File: src/rtl/clb_cfg_pkg.sv
// Shared types and config-bit map for the CLB slice output stage.
package clb_cfg_pkg;

    typedef enum logic [1:0] {
        UNCONF   = 2'd0,
        SHIFT    = 2'd1,
        LOADINIT = 2'd2,
        RUN      = 2'd3
    } state_t;

    localparam int unsigned CFG_W_MIN     = 7;

    localparam int unsigned CFG_OUTSEL_LO = 0;
    localparam int unsigned CFG_OUTSEL_HI = 1;
    localparam int unsigned CFG_REGEN     = 2;
    localparam int unsigned CFG_CEUSED    = 3;
    localparam int unsigned CFG_SRVAL     = 4;
    localparam int unsigned CFG_INIT      = 5;
    localparam int unsigned CFG_SREN      = 6;

    localparam logic [1:0] OSEL_LUT = 2'b00;
    localparam logic [1:0] OSEL_SUM = 2'b01;
    localparam logic [1:0] OSEL_CY  = 2'b10;
    localparam logic [1:0] OSEL_BYP = 2'b11;

    function automatic logic out_mux(input logic [1:0] sel, input logic lut,
                                     input logic sum, input logic cy, input logic byp);
        logic r;
        case (sel)
            OSEL_LUT: r = lut;
            OSEL_SUM: r = sum;
            OSEL_CY:  r = cy;
            default:  r = byp;
        endcase
        return r;
    endfunction

endpackage

File: src/rtl/clb_cfg_shifter.sv
// Serial config shift register, burst bit counter and optional shadow register.
// Macro CLB_CFG_SHADOW_EN: active config is a shadow copy loaded on `load`.
module clb_cfg_shifter
    import clb_cfg_pkg::*;
#(
    parameter int unsigned CFG_W = 7
) (
    input  logic                 clk,
    input  logic                 reset_n,
    input  logic                 shift_en,
    input  logic                 cfg_in,
    input  logic                 burst_start,
    input  logic                 load,
    output logic                 cfg_out,
    output logic                 count_ok,
    output logic                 init_new,
    output logic [CFG_W_MIN-1:0] cfg_active
);

    localparam int unsigned      CNT_W   = $clog2(CFG_W + 2);
    localparam logic [CNT_W-1:0] CNT_MAX = CNT_W'(CFG_W + 1);
    localparam logic [CNT_W-1:0] CNT_OK  = CNT_W'(CFG_W);

    logic [CFG_W-1:0] sreg;
    logic [CNT_W-1:0] count;

    always_ff @(posedge clk or negedge reset_n) begin
        if (!reset_n) begin
            sreg  <= '0;
            count <= '0;
        end else if (shift_en) begin
            sreg <= {sreg[CFG_W-2:0], cfg_in};
            if (burst_start)
                count <= CNT_W'(1);
            else if (count != CNT_MAX)
                count <= count + CNT_W'(1);
        end
    end

    assign cfg_out  = sreg[CFG_W-1];
    assign count_ok = (count == CNT_OK);
    assign init_new = sreg[CFG_INIT];

`ifdef CLB_CFG_SHADOW_EN
    logic [CFG_W_MIN-1:0] shadow;

    always_ff @(posedge clk or negedge reset_n) begin
        if (!reset_n)
            shadow <= '0;
        else if (load)
            shadow <= sreg[CFG_W_MIN-1:0];
    end

    assign cfg_active = shadow;
`else
    logic unused_load;
    assign unused_load = load;
    assign cfg_active  = sreg[CFG_W_MIN-1:0];
`endif

    // Bits above the mapped field are reserved: they only pass through to cfg_out.
    if (CFG_W > CFG_W_MIN + 1) begin : g_rsvd
        logic unused_rsvd;
        assign unused_rsvd = ^sreg[CFG_W-2:CFG_W_MIN];
    end

endmodule

File: src/rtl/clb_output_register.sv
// Slice output stage: config FSM, output select mux and storage flip-flop.
// Macro CLB_CFG_SHADOW_EN: shadowed config, bad burst keeps the previous config.
module clb_output_register
    import clb_cfg_pkg::*;
#(
    parameter int unsigned CFG_W = 7
) (
    input  logic clk,
    input  logic reset_n,
    input  logic cfg_shift_en,
    input  logic cfg_in,
    output logic cfg_out,
    input  logic lut_in,
    input  logic sum_in,
    input  logic cy_in,
    input  logic byp_in,
    input  logic ce,
    input  logic sr,
    output logic slice_out,
    output logic ff_q,
    output logic cfg_valid,
    output logic cfg_err
);

    state_t               state, state_nxt, err_target;
    logic                 err_nxt, ff_nxt, d;
    logic                 count_ok, init_new;
    logic [CFG_W_MIN-1:0] cfg_active;
    logic                 burst_start, load;
    logic                 unused_init;

    assign burst_start = cfg_shift_en && (state != SHIFT);
    assign load        = (state == LOADINIT);
    assign unused_init = cfg_active[CFG_INIT];

    clb_cfg_shifter #(.CFG_W(CFG_W)) u_shifter (
        .clk         (clk),
        .reset_n     (reset_n),
        .shift_en    (cfg_shift_en),
        .cfg_in      (cfg_in),
        .burst_start (burst_start),
        .load        (load),
        .cfg_out     (cfg_out),
        .count_ok    (count_ok),
        .init_new    (init_new),
        .cfg_active  (cfg_active)
    );

`ifdef CLB_CFG_SHADOW_EN
    logic have_cfg;

    always_ff @(posedge clk or negedge reset_n) begin
        if (!reset_n)
            have_cfg <= 1'b0;
        else if (state == LOADINIT)
            have_cfg <= 1'b1;
    end

    assign err_target = have_cfg ? RUN : UNCONF;
`else
    assign err_target = UNCONF;
`endif

    always_comb begin
        state_nxt = state;
        err_nxt   = cfg_err;
        ff_nxt    = ff_q;
        slice_out = 1'b0;
        cfg_valid = 1'b0;
        d = out_mux(cfg_active[CFG_OUTSEL_HI:CFG_OUTSEL_LO], lut_in, sum_in, cy_in, byp_in);
        case (state)
            UNCONF: begin
                if (cfg_shift_en) begin
                    state_nxt = SHIFT;
                    err_nxt   = 1'b0;
                end
            end
            SHIFT: begin
                if (!cfg_shift_en) begin
                    if (count_ok) begin
                        state_nxt = LOADINIT;
                    end else begin
                        state_nxt = err_target;
                        err_nxt   = 1'b1;
                    end
                end
            end
            LOADINIT: begin
                // INIT comes from the freshly shifted bits, even if a new burst starts now.
                ff_nxt = init_new;
                if (cfg_shift_en) begin
                    state_nxt = SHIFT;
                    err_nxt   = 1'b0;
                end else begin
                    state_nxt = RUN;
                end
            end
            RUN: begin
                cfg_valid = 1'b1;
                slice_out = cfg_active[CFG_REGEN] ? ff_q : d;
                if (cfg_active[CFG_SREN] && sr)
                    ff_nxt = cfg_active[CFG_SRVAL];
                else if (!cfg_active[CFG_CEUSED] || ce)
                    ff_nxt = d;
                if (cfg_shift_en) begin
                    state_nxt = SHIFT;
                    err_nxt   = 1'b0;
                end
            end
            default: state_nxt = UNCONF;
        endcase
    end

    always_ff @(posedge clk or negedge reset_n) begin
        if (!reset_n) begin
            state   <= UNCONF;
            cfg_err <= 1'b0;
            ff_q    <= 1'b0;
        end else begin
            state   <= state_nxt;
            cfg_err <= err_nxt;
            ff_q    <= ff_nxt;
        end
    end

endmodule

File: config.mk
export PLATFORM = sky130hd
export DESIGN_NAME = clb_output_register
export DESIGN_NICKNAME = d
export VERILOG_FILES = /design/src/rtl/clb_cfg_pkg.sv /design/src/rtl/clb_cfg_shifter.sv /design/src/rtl/clb_output_register.sv
export SDC_FILE = /design/constraint.sdc
export NUM_CORES = 1
export LEC_CHECK = 0
export CORE_MARGIN = 1.5
export CORE_UTILIZATION = 50
export DETAILED_ROUTE_END_ITERATION = 10
export GPL_TIMING_DRIVEN = 0
export PLACE_DENSITY = 0.77
export SLEW_MARGIN = 30
export SYNTH_ARGS = -nofsm -noshare
export SYNTH_HDL_FRONTEND = slang
export SYNTH_SLANG_ARGS = --single-unit
File: constraint.sdc
create_clock -name clk -period 1.7 [get_ports clk]
set_input_delay 0.425 -clock clk [delete_from_list [all_inputs] [get_ports clk]]
set_output_delay 0.425 -clock clk [all_outputs]
set_load 0.03 [all_outputs]
Word level (Yosys, flattened, before mapping):

Index checks and enable logic that the tools add are counted.

* output and inout bits: 5
* flip-flop bits (word level): 15
* input port bits: 10
* word-level logic and storage cells: 51

* reduce and logical (&&, ||, !) cells: 14
* mux-type cells: 18
* equality and inequality tests: 13
* add/sub/neg operators: 1

Operators by type and width (count)
* 1-bit 2-to-1 mux: 8
* 2-bit 2-to-1 mux: 4
* 4-bit 2-to-1 mux: 2
* 2-bit equality test (second input constant): 3
* 2-bit by 1-bit != test with 1-bit output (second input constant): 3
* 2-bit case mux with 3 select lines: 1
* 2-bit AND reduction: 3
* 4-bit by 1-bit adder with 4-bit output (second input constant): 1
* 2-bit by 1-bit equality test with 1-bit output (second input constant): 2
* 4-bit by 3-bit equality test with 1-bit output (second input constant): 1
* 2-bit logical NOT: 2
* 2-bit != test (second input constant): 2
* 4-bit != test (second input constant): 1
* 1-bit case mux with 2 select lines: 2
* 2-bit nonzero test: 2
* 3-bit != test (second input constant): 1
* 1-bit case mux with 3 select lines: 1
* 3-bit AND reduction: 1
* 3-bit OR reduction: 1
* 1-bit logical AND: 2
* 2-bit OR reduction: 1
* 1-bit logical NOT: 1
* 1-bit logical OR: 1

Logic depth before layout (Yosys ltp):

Gate-level depths: netlist of run 1.

* word-level depth: 5
* depth in mapped cells: 6
* gate-level depth less buffers: 5

By module:

A second synthesis of run 1 with hierarchy kept.

* cells, all modules: 77
* area total of the unflattened synthesis: 850.8 um2

By module, submodules not included
* clb_cfg_shifter: times used 1, cells an instance 42, seq. area each 275.3 um2, area each 520.5 um2
* clb_output_register: times used 1, cells an instance 35, seq. area each 100.1 um2, area each 330.3 um2

Least setup slack after synthesis of run 1:

No wires, ideal clock.

* path type: register to output
* start: register state[1]
* end: output port slice_out
* required time: 1275 ps
* cell stages (with the launch flop): 3
* path slack: -75 ps
* path buffers: 0
* data arrival time: 1350 ps
* path through: dfrtp_1 ha_1 nor2b_1

* longest elaborated chain between the ends: 2

Ends and longest elaborated chain
* start: declaration: RTL line clb_output_register.sv:25 `state_t state, state_nxt, err_target;`
* start signal: assignment: RTL line clb_output_register.sv:120 `state <= state_nxt;`
* 2-bit equality test: RTL line clb_output_register.sv:71 `case (state)`
* 1-bit 2-to-1 mux: RTL line clb_output_register.sv:71
* end: declaration: RTL line clb_output_register.sv:19 `output logic slice_out,`

Every way passes these cells.

Worst setup path after layout of run 1:

* start: register u_shifter.sreg[0], in the netlist u_shifter.cfg_active[0]
* end: output port slice_out

* longest elaborated chain between the ends: 4
* elaborated cells between the ends (all ways): 6
* those cells by class: eq/ne (2); mux (3); reduce/logical (1)

Ends and longest elaborated chain
* start: declaration: RTL line clb_cfg_shifter.sv:24 `logic [CFG_W-1:0] sreg;`
* start signal: assignment: RTL line clb_cfg_shifter.sv:32 `sreg <= {sreg[CFG_W-2:0], cfg_in};`
* 2-bit equality test, or another cell as far along: RTL line clb_cfg_pkg.sv:29 `case (sel)`
* 1-bit case mux with 3 select lines *: RTL line clb_cfg_pkg.sv:29
* 1-bit 2-to-1 mux *: RTL line clb_output_register.sv:100 `slice_out = cfg_active[CFG_REGEN] ? ff_q : d;`
* 1-bit 2-to-1 mux *: RTL line clb_output_register.sv:71

Mark *: on every way between the ends. The rest lies on a longest branch, timed or not.

==> metrics.md, run 1 <==
| Metric | Value |
|---|---|
| Crit end category | output port |
| Fin Clk Skew | 0.00217 ns |
| Clk buf depth | 2 |
| Vias in the first global route | between 500 and 600 |
| DIE WIDTH | 43.6 um |
| Die Y | 43.6 um |
| Yosys warning count | 0 |
| Total gr overflow | 0 |
| Maximum fanout along the worst path | 2 |
| Pre-Repair DR Iteration Count | 4 |
| Final wirelength | around 1.5 mm |
| Starting Density | between 50% and 60% |
| Routed vias | about 630 |
| Minimum clock period after layout | 1.98 ns |
| DP Cell Count | approximately 110 |
| H-tree levels | 1 |
| Area grow syn2layout | 24.5% |
| Layout Nets | 111 |
| Final hold violations | 0 |
| Count of cell types in the netlist | 28 |
| CTS buffer count | 3 |
| Final-report max-slew violation count | 0 |
| ANT cells | 0 |
| Worst Tran Pin Value | around 0.66 ns |
| Fmax | approximately 500 MHz |
| Initial antenna violation count | 0 |
| Sequential area share after synthesis | 45.5% |
| Layout cells sized above 1 | between 20% and 30% |
| Clock share of power | approximately 15% |
| Sequential share of power | around 45% |
| Total GRT Usage | between 10% and 20% |
| RSZ-0062 raised after global routing | true |
| First-iteration detailed-routing DRC count | 6 |
| CTS Sinks | 15 |
| Fin cells | ~110 |
| Status | finished, violations left |
| CTS tree | yes |
| Fin util | about two thirds |
| Slew HR | between 50 and 60% |
| Violated checks | setup timing |
| Endpoints failing setup | 1 |
| Wire length per cell | around 14 um |
| Setup WS pre-CTS | -0.876 ns |
| Remaining DRCs | 0 |
| Avg Synthesized Cell Area | between 10 and 15 sq um |
| Cell Rows | 14 |
| Routed vias/inst | around 5.7 |
| Instance count of the mapped netlist | 76 |
| Root buf cell | clkbuf_4 |
| Synthesized area | about 830 sq um |
| Final WS setup | -0.281 ns |
| Detail Route Antenna Nets | 0 |
| Clk_lat worst skew | roughly 0.27 ns |
| Clock Pin Slew Worst Setup and Hold Paths | ~0.09 ns |
| Combinational share of power | ~40% |
| R2R Setup Slk | around 0.29 ns |
| First-pass GRT wire length | 2.67 mm |
| Final HPWL DP | ~1.1 mm |
| Max-cap violations | 0 |
| Class of the worst hold path | reg -> reg |
| Core footprint | roughly 0.0015 sq mm |
| Full die area | roughly 0.0019 sq mm |
| Internal power | 805 uW |
| Largest net degree at the start of global routing | 16 |
| Peak supply drop | just over 700 uV |
| Io pins | 15 |
| IO Port Bufs | 13 |
| Startpoint Class | flip-flop |
| CP arrival | roughly 1.6 ns |
| Worst Setup Path Type | reg -> out |
| Switching component of the power | around 520 uW |
| Sw frac | 39.2% |
| Leakage power | between 0.0004 and 0.0005 uW |
| Critical path required time | 1.27 ns |
| Period utilization | 117% |
| Seq cells post-synth | 15 |
| Synthesized Nets | between 90 and 100 |
| Placer Congestion | about 0.79 |
| Worst hold margin | between 0.5 and 0.6 ns |
| Pwr Density | around 1300 mW/mm^2 |
## layout by cell type (no fill, tap or decap), types with 3 or more instances in the layout
| master | n |
|---|---|
| o21ai_0 | 3 |
| dfrtp_1 | 13 |
| clkdlybuf4s50_1 | 4 |
| ha_1 | 4 |
| mux2_2 | 7 |
| nand2_1 | 4 |
| dlygate4sd2_1 | 7 |
| a21oi_1 | 5 |
| clkbuf_4 | 3 |
| nand3b_1 | 3 |
| inv_1 | 6 |
| buf_2 | 3 |
## cell families after synthesis
| group | Yosys count | share of synthesized area [%] |
|---|---|---|
| DFF | 15 | 45.5 |
| adders and majority gates | 5 | 7.58 |
| muxes | 9 | 13.5 |
| AOI/OAI and AO/OA | 19 | 15.8 |
| buffers and inverters | 9 | 4.54 |
| and+or+nand+nor | 19 | 13.2 |
## layer usage
| layer | GRT usage, % | share of wire, % | vias up |
|---|---|---|---|
| met5 | 0 | 0 | - |
| met1 | 25.3 | 50 | 306 |
| met3 | 2.50 | 3.3 | 2 |
| li1 | - | - | 310 |
| met2 | 32.4 | 46 | 15 |
| met4 | 1.82 | 0.59 | 0 |
## cells in the mapped netlist
| cell type | number | share of area [%] |
|---|---|---|
| nand3_1 | 2 | 1.2 |
| and2_1 | 2 | 1.5 |
| dfrtp_1 | 15 | 45 |
| nor2_1 | 2 | 0.91 |
| mux2i_1 | 1 | 1.2 |
| a31oi_1 | 1 | 0.76 |
| o211ai_2 | 1 | 1.5 |
| a21oi_1 | 5 | 3.0 |
| a21boi_0 | 1 | 0.91 |
| o22ai_1 | 1 | 0.76 |
| a311oi_1 | 1 | 1.1 |
| buf_2 | 3 | 1.8 |
| mux4_2 | 1 | 2.7 |
| a2bb2oi_1 | 1 | 1.1 |
| ha_1 | 5 | 7.6 |
| inv_1 | 6 | 2.7 |
| a21o_1 | 1 | 0.91 |
| o21ai_0 | 3 | 1.8 |
| mux2_2 | 7 | 9.5 |
| nor3b_1 | 1 | 0.91 |
| nand4b_1 | 1 | 1.1 |
| or3_1 | 1 | 0.76 |
| nand3b_1 | 3 | 2.7 |
| nor2b_1 | 3 | 2.3 |
| nand2_1 | 4 | 1.8 |
| o31ai_1 | 1 | 0.91 |
| a211oi_1 | 1 | 0.91 |
| o2bb2ai_1 | 2 | 2.1 |
## per-stage QoR
stage / TNS, ns / total power (uW) / cell area [sq um]
3_5_place_dp: -1.06 / 1140 / 978
6_report: -0.281 / 1320 / 1030
3_3_place_gp: -1.00 / 1100 / 978
5_1_grt: -0.336 / 1410 / 1030
2_1_floorplan: 0 / 948 / 828
4_1_cts: -0.297 / 1330 / 1030
## cell type report
| class | instances | area [sq um] |
|---|---|---|
| Clock buffer | 4 | 26.3 |
| Sequential cell | 15 | 378 |
| Inverter | 6 | 22.5 |
| Buffer | 3 | 15.0 |
| Fill cell | 128 | 495 |
| Timing Repair Buffer | 15 | 139 |
| Tap cell | 16 | 20.0 |
| Multi-Input combinational cell | 52 | 428 |
## sequential cells by signal, summed over array words and instances, names as in the netlist
register,cells
u_shifter.cfg_active,7
u_shifter.count,4
cfg_err,1
ff_q,1
state,2
## worst paths after layout
check / cells after the start / startpoint / to
min in group asynchronous: 1 / reset_n / u_shifter.count[3]
min: 2 / cfg_err / cfg_err
min reg2reg: 2 / cfg_err / cfg_err
max reg2reg: 4 / u_shifter.cfg_active[0] / ff_q
max: 4 / u_shifter.cfg_active[0] / slice_out
max in group asynchronous: 1 / reset_n / state[0]
## power by group through the flow
stage / sequential, uW / clock [uW] / combinational [uW]
finish: 588 / 202 / 532
global route: 606 / 213 / 595
CTS: 586 / 206 / 534
detailed placement: 588 / 0 / 548
global placement: 581 / 0 / 522
floorplan: 624 / 0 / 325
## critical path, stage by stage (launching register included)
cell and delay, ns:
dfrtp_1 0.39, mux4_2 0.53, mux2i_1 0.17, nor2b_2 0.06, buf_6 0.13
## timing repair
action / CTS / global route
hold buffers: 0 / 0
gates cloned: 0 / 0
setup buffers: 2 / 0
setup endpoints to repair: 5 / 2
gates resized for setup: 19 / 2
No activity file was read; power rests on OpenSTA's default activity.
==> run 2: changes to the inputs <==
--- a/config.mk
+++ b/config.mk
@@ -10,7 +10,7 @@
 export DETAILED_ROUTE_END_ITERATION = 10
 export GPL_TIMING_DRIVEN = 0
 export PLACE_DENSITY = 0.77
-export SLEW_MARGIN = 30
+export SLEW_MARGIN = 5
 export SYNTH_ARGS = -nofsm -noshare
 export SYNTH_HDL_FRONTEND = slang
 export SYNTH_SLANG_ARGS = --single-unit
==> results of run 2 <==
The final DEF is identical to that of run 1; final timing and power are the same.
==> RTL change (config.mk and constraints of run 2) <==
`CFG_W` is set to 7 in 2 places; all go to 14.
--- a/src/rtl/clb_cfg_shifter.sv
+++ b/src/rtl/clb_cfg_shifter.sv
@@ -3,7 +3,7 @@
 module clb_cfg_shifter
     import clb_cfg_pkg::*;
 #(
-    parameter int unsigned CFG_W = 7
+    parameter int unsigned CFG_W = 14
 ) (
     input  logic                 clk,
     input  logic                 reset_n,
--- a/src/rtl/clb_output_register.sv
+++ b/src/rtl/clb_output_register.sv
@@ -3,7 +3,7 @@
 module clb_output_register
     import clb_cfg_pkg::*;
 #(
-    parameter int unsigned CFG_W = 7
+    parameter int unsigned CFG_W = 14
 ) (
     input  logic clk,
     input  logic reset_n,
Formal check against the unedited RTL: not equivalent (Yosys sat finds a counterexample within 10 cycles, from zero or initial values and one cycle with reset_n low).
==> RTL change against run 2 <==
  * The flow still finishes with violations (setup timing)
  * Register-to-register slack got worse by 0.05 ns
  * Synthesized area rose by 32%
  * Maximum frequency is 1.4% lower
  * Synthesized cell count is 21% higher
  * Utilization decreased by 1.9 points
  * Design area up 28%
  * Sequential cell count rose by 7
  * Wire length increased by 16%
  * Power grew 35%
  * Setup slack worse by 0.027 ns
  * Combinational power is 17% higher
  * Largest cell class is now flip-flops and latches
  * Highest routed layer unchanged
==> RTL change: results (changes against run 2) <==
[synthesis]
synth_sequential_area_ratio_pct=50.6  ; was 45.5%
yosys-top-cells-area=dfrtp_1, mux2_2, ha_1, a21oi_1, mux4_2  ; was dfrtp_1, mux2_2, ha_1, a21oi_1, inv_1
netlist_instances=92  ; was 76
synth_fp_nets=107  ; was 91
synth_compound_gate_area_share_pct=12.5  ; was 15.8%
synthAdderAreaFrac_pct=5.75  ; was 7.58%
synth.top_cells.by_count=dfrtp_1, mux2_2, a21oi_1  ; was dfrtp_1, mux2_2, inv_1
distinct_cells_synth=30  ; was 28

[cells_and_area]
instances_no_fill=139  ; was 111
post_route_cells_drive_above_1_share_pct=26.8  ; was 24.2%
filler_cell_count=176  ; was 128
final_net_count=128  ; was 111

[sta]
worst_slew_margin_rel_pct=38.0  ; was 55.7%
finalSetupViolCount=1  ; unchanged
worst_slack_ns=-0.308  ; was -0.281 ns
finClkSkew_ns=0.00124  ; was 0.00217 ns

[global_routing]
use_met2_pct=28.7  ; was 32.4%
grt.met3_usage_pct=1.82  ; was 2.50%
pin_count_of_the_biggest_net_entering_global_routing=23  ; was 16
first_pass_grt_wire_length_um=3360  ; was 2670 um
grt_pass1_vias=771  ; was 592
grt.met1_usage_pct=23.4  ; was 25.3%
groute.usage.overall_pct=17.8  ; was 18.5%

[clock_tree]
clock_insertion_delay_worst_skew_ns=0.31  ; was 0.27 ns
path_clk_slew_ns=0.11  ; was 0.09 ns

[setup_path]
worst_ep_arrival_ns=1.58  ; was 1.56 ns

[run_status]
outcome=complete, but fails checks  ; unchanged
failing_checks=setup timing  ; unchanged

[detailed_routing]
route.detailed.vias_per_inst=5.40  ; was 5.70
wire_per_inst_um=12.8  ; was 13.8 um

[placed_design]
place_congestion=0.715  ; was 0.790
dpl_cell_area_um2=1250  ; was 978 um^2

[power]
ir_worst_vdd_uv=866  ; was 719 uV
power.switching_w=0.000635  ; was 0.000519 W
power_leakage_nw=0.575  ; was 0.445 nW

[RTL change: cell count changes after synthesis, moves of 2 or more]
| cell | delta |
|---|---|
| dfrtp_1 | +7 |
| mux2_2 | +7 |
| clkbuf_1 | +3 |
| a21oi_1 | +2 |
| buf_2 | -2 |
| inv_1 | -2 |
| nand4_1 | +2 |
| nor2_1 | +2 |
[RTL change: worst max-delay path: stages, from the launching register on]
cell and delay, ns:
dfrtp_1 0.39, mux4_2 0.52, mux2i_1 0.17, nor2b_2 0.06, buf_6 0.13
[RTL change: worst paths after layout]
check,startpoint,endpoint,slack (ns),depth (start not counted)
hold reg to reg,u_shifter.sreg[12],u_shifter.sreg[12],0.52,1
min in group asynchronous,reset_n,u_shifter.sreg[13],0.62,1
max in group asynchronous,reset_n,u_shifter.count[3],0.52,1
setup / recovery,u_shifter.sreg[0],slice_out,-0.31,4
hold / removal,u_shifter.sreg[12],u_shifter.sreg[12],0.52,1
setup reg to reg,state[1],state[0],0.24,7
[RTL change: power by group through the flow]
stage | Combinational [W] | Clock (W) | Sequential (W)
detailed placement | 0.000638 | 0 | 0.000885
finish | 0.000623 | 0.000286 | 0.000876
global placement | 0.000610 | 0 | 0.000877
floorplan | 0.000392 | 0 | 0.000919
CTS | 0.000626 | 0.000304 | 0.000873
global route | 0.000704 | 0.000310 | 0.000911
[RTL change: cell type report]
type                            instances  area, um^2  area share [%]
Sequential cell                        22         551            41.9
Timing Repair Buffer                   16         140            10.7
Tap cell                               27        33.8            2.57
Multi-Input combinational cell         61         513            39.0
Buffer                                  5        25.0            1.90
Clock buffer                            4        36.3            2.76
Inverter                                4        15.0            1.14
[RTL change: timing repair]
action                     4_1_cts  5_1_grt
gates resized for setup         20        3
hold buffers                     0        0
setup buffers                    3        0
setup endpoints to repair        5        3
pin swaps                        0        0
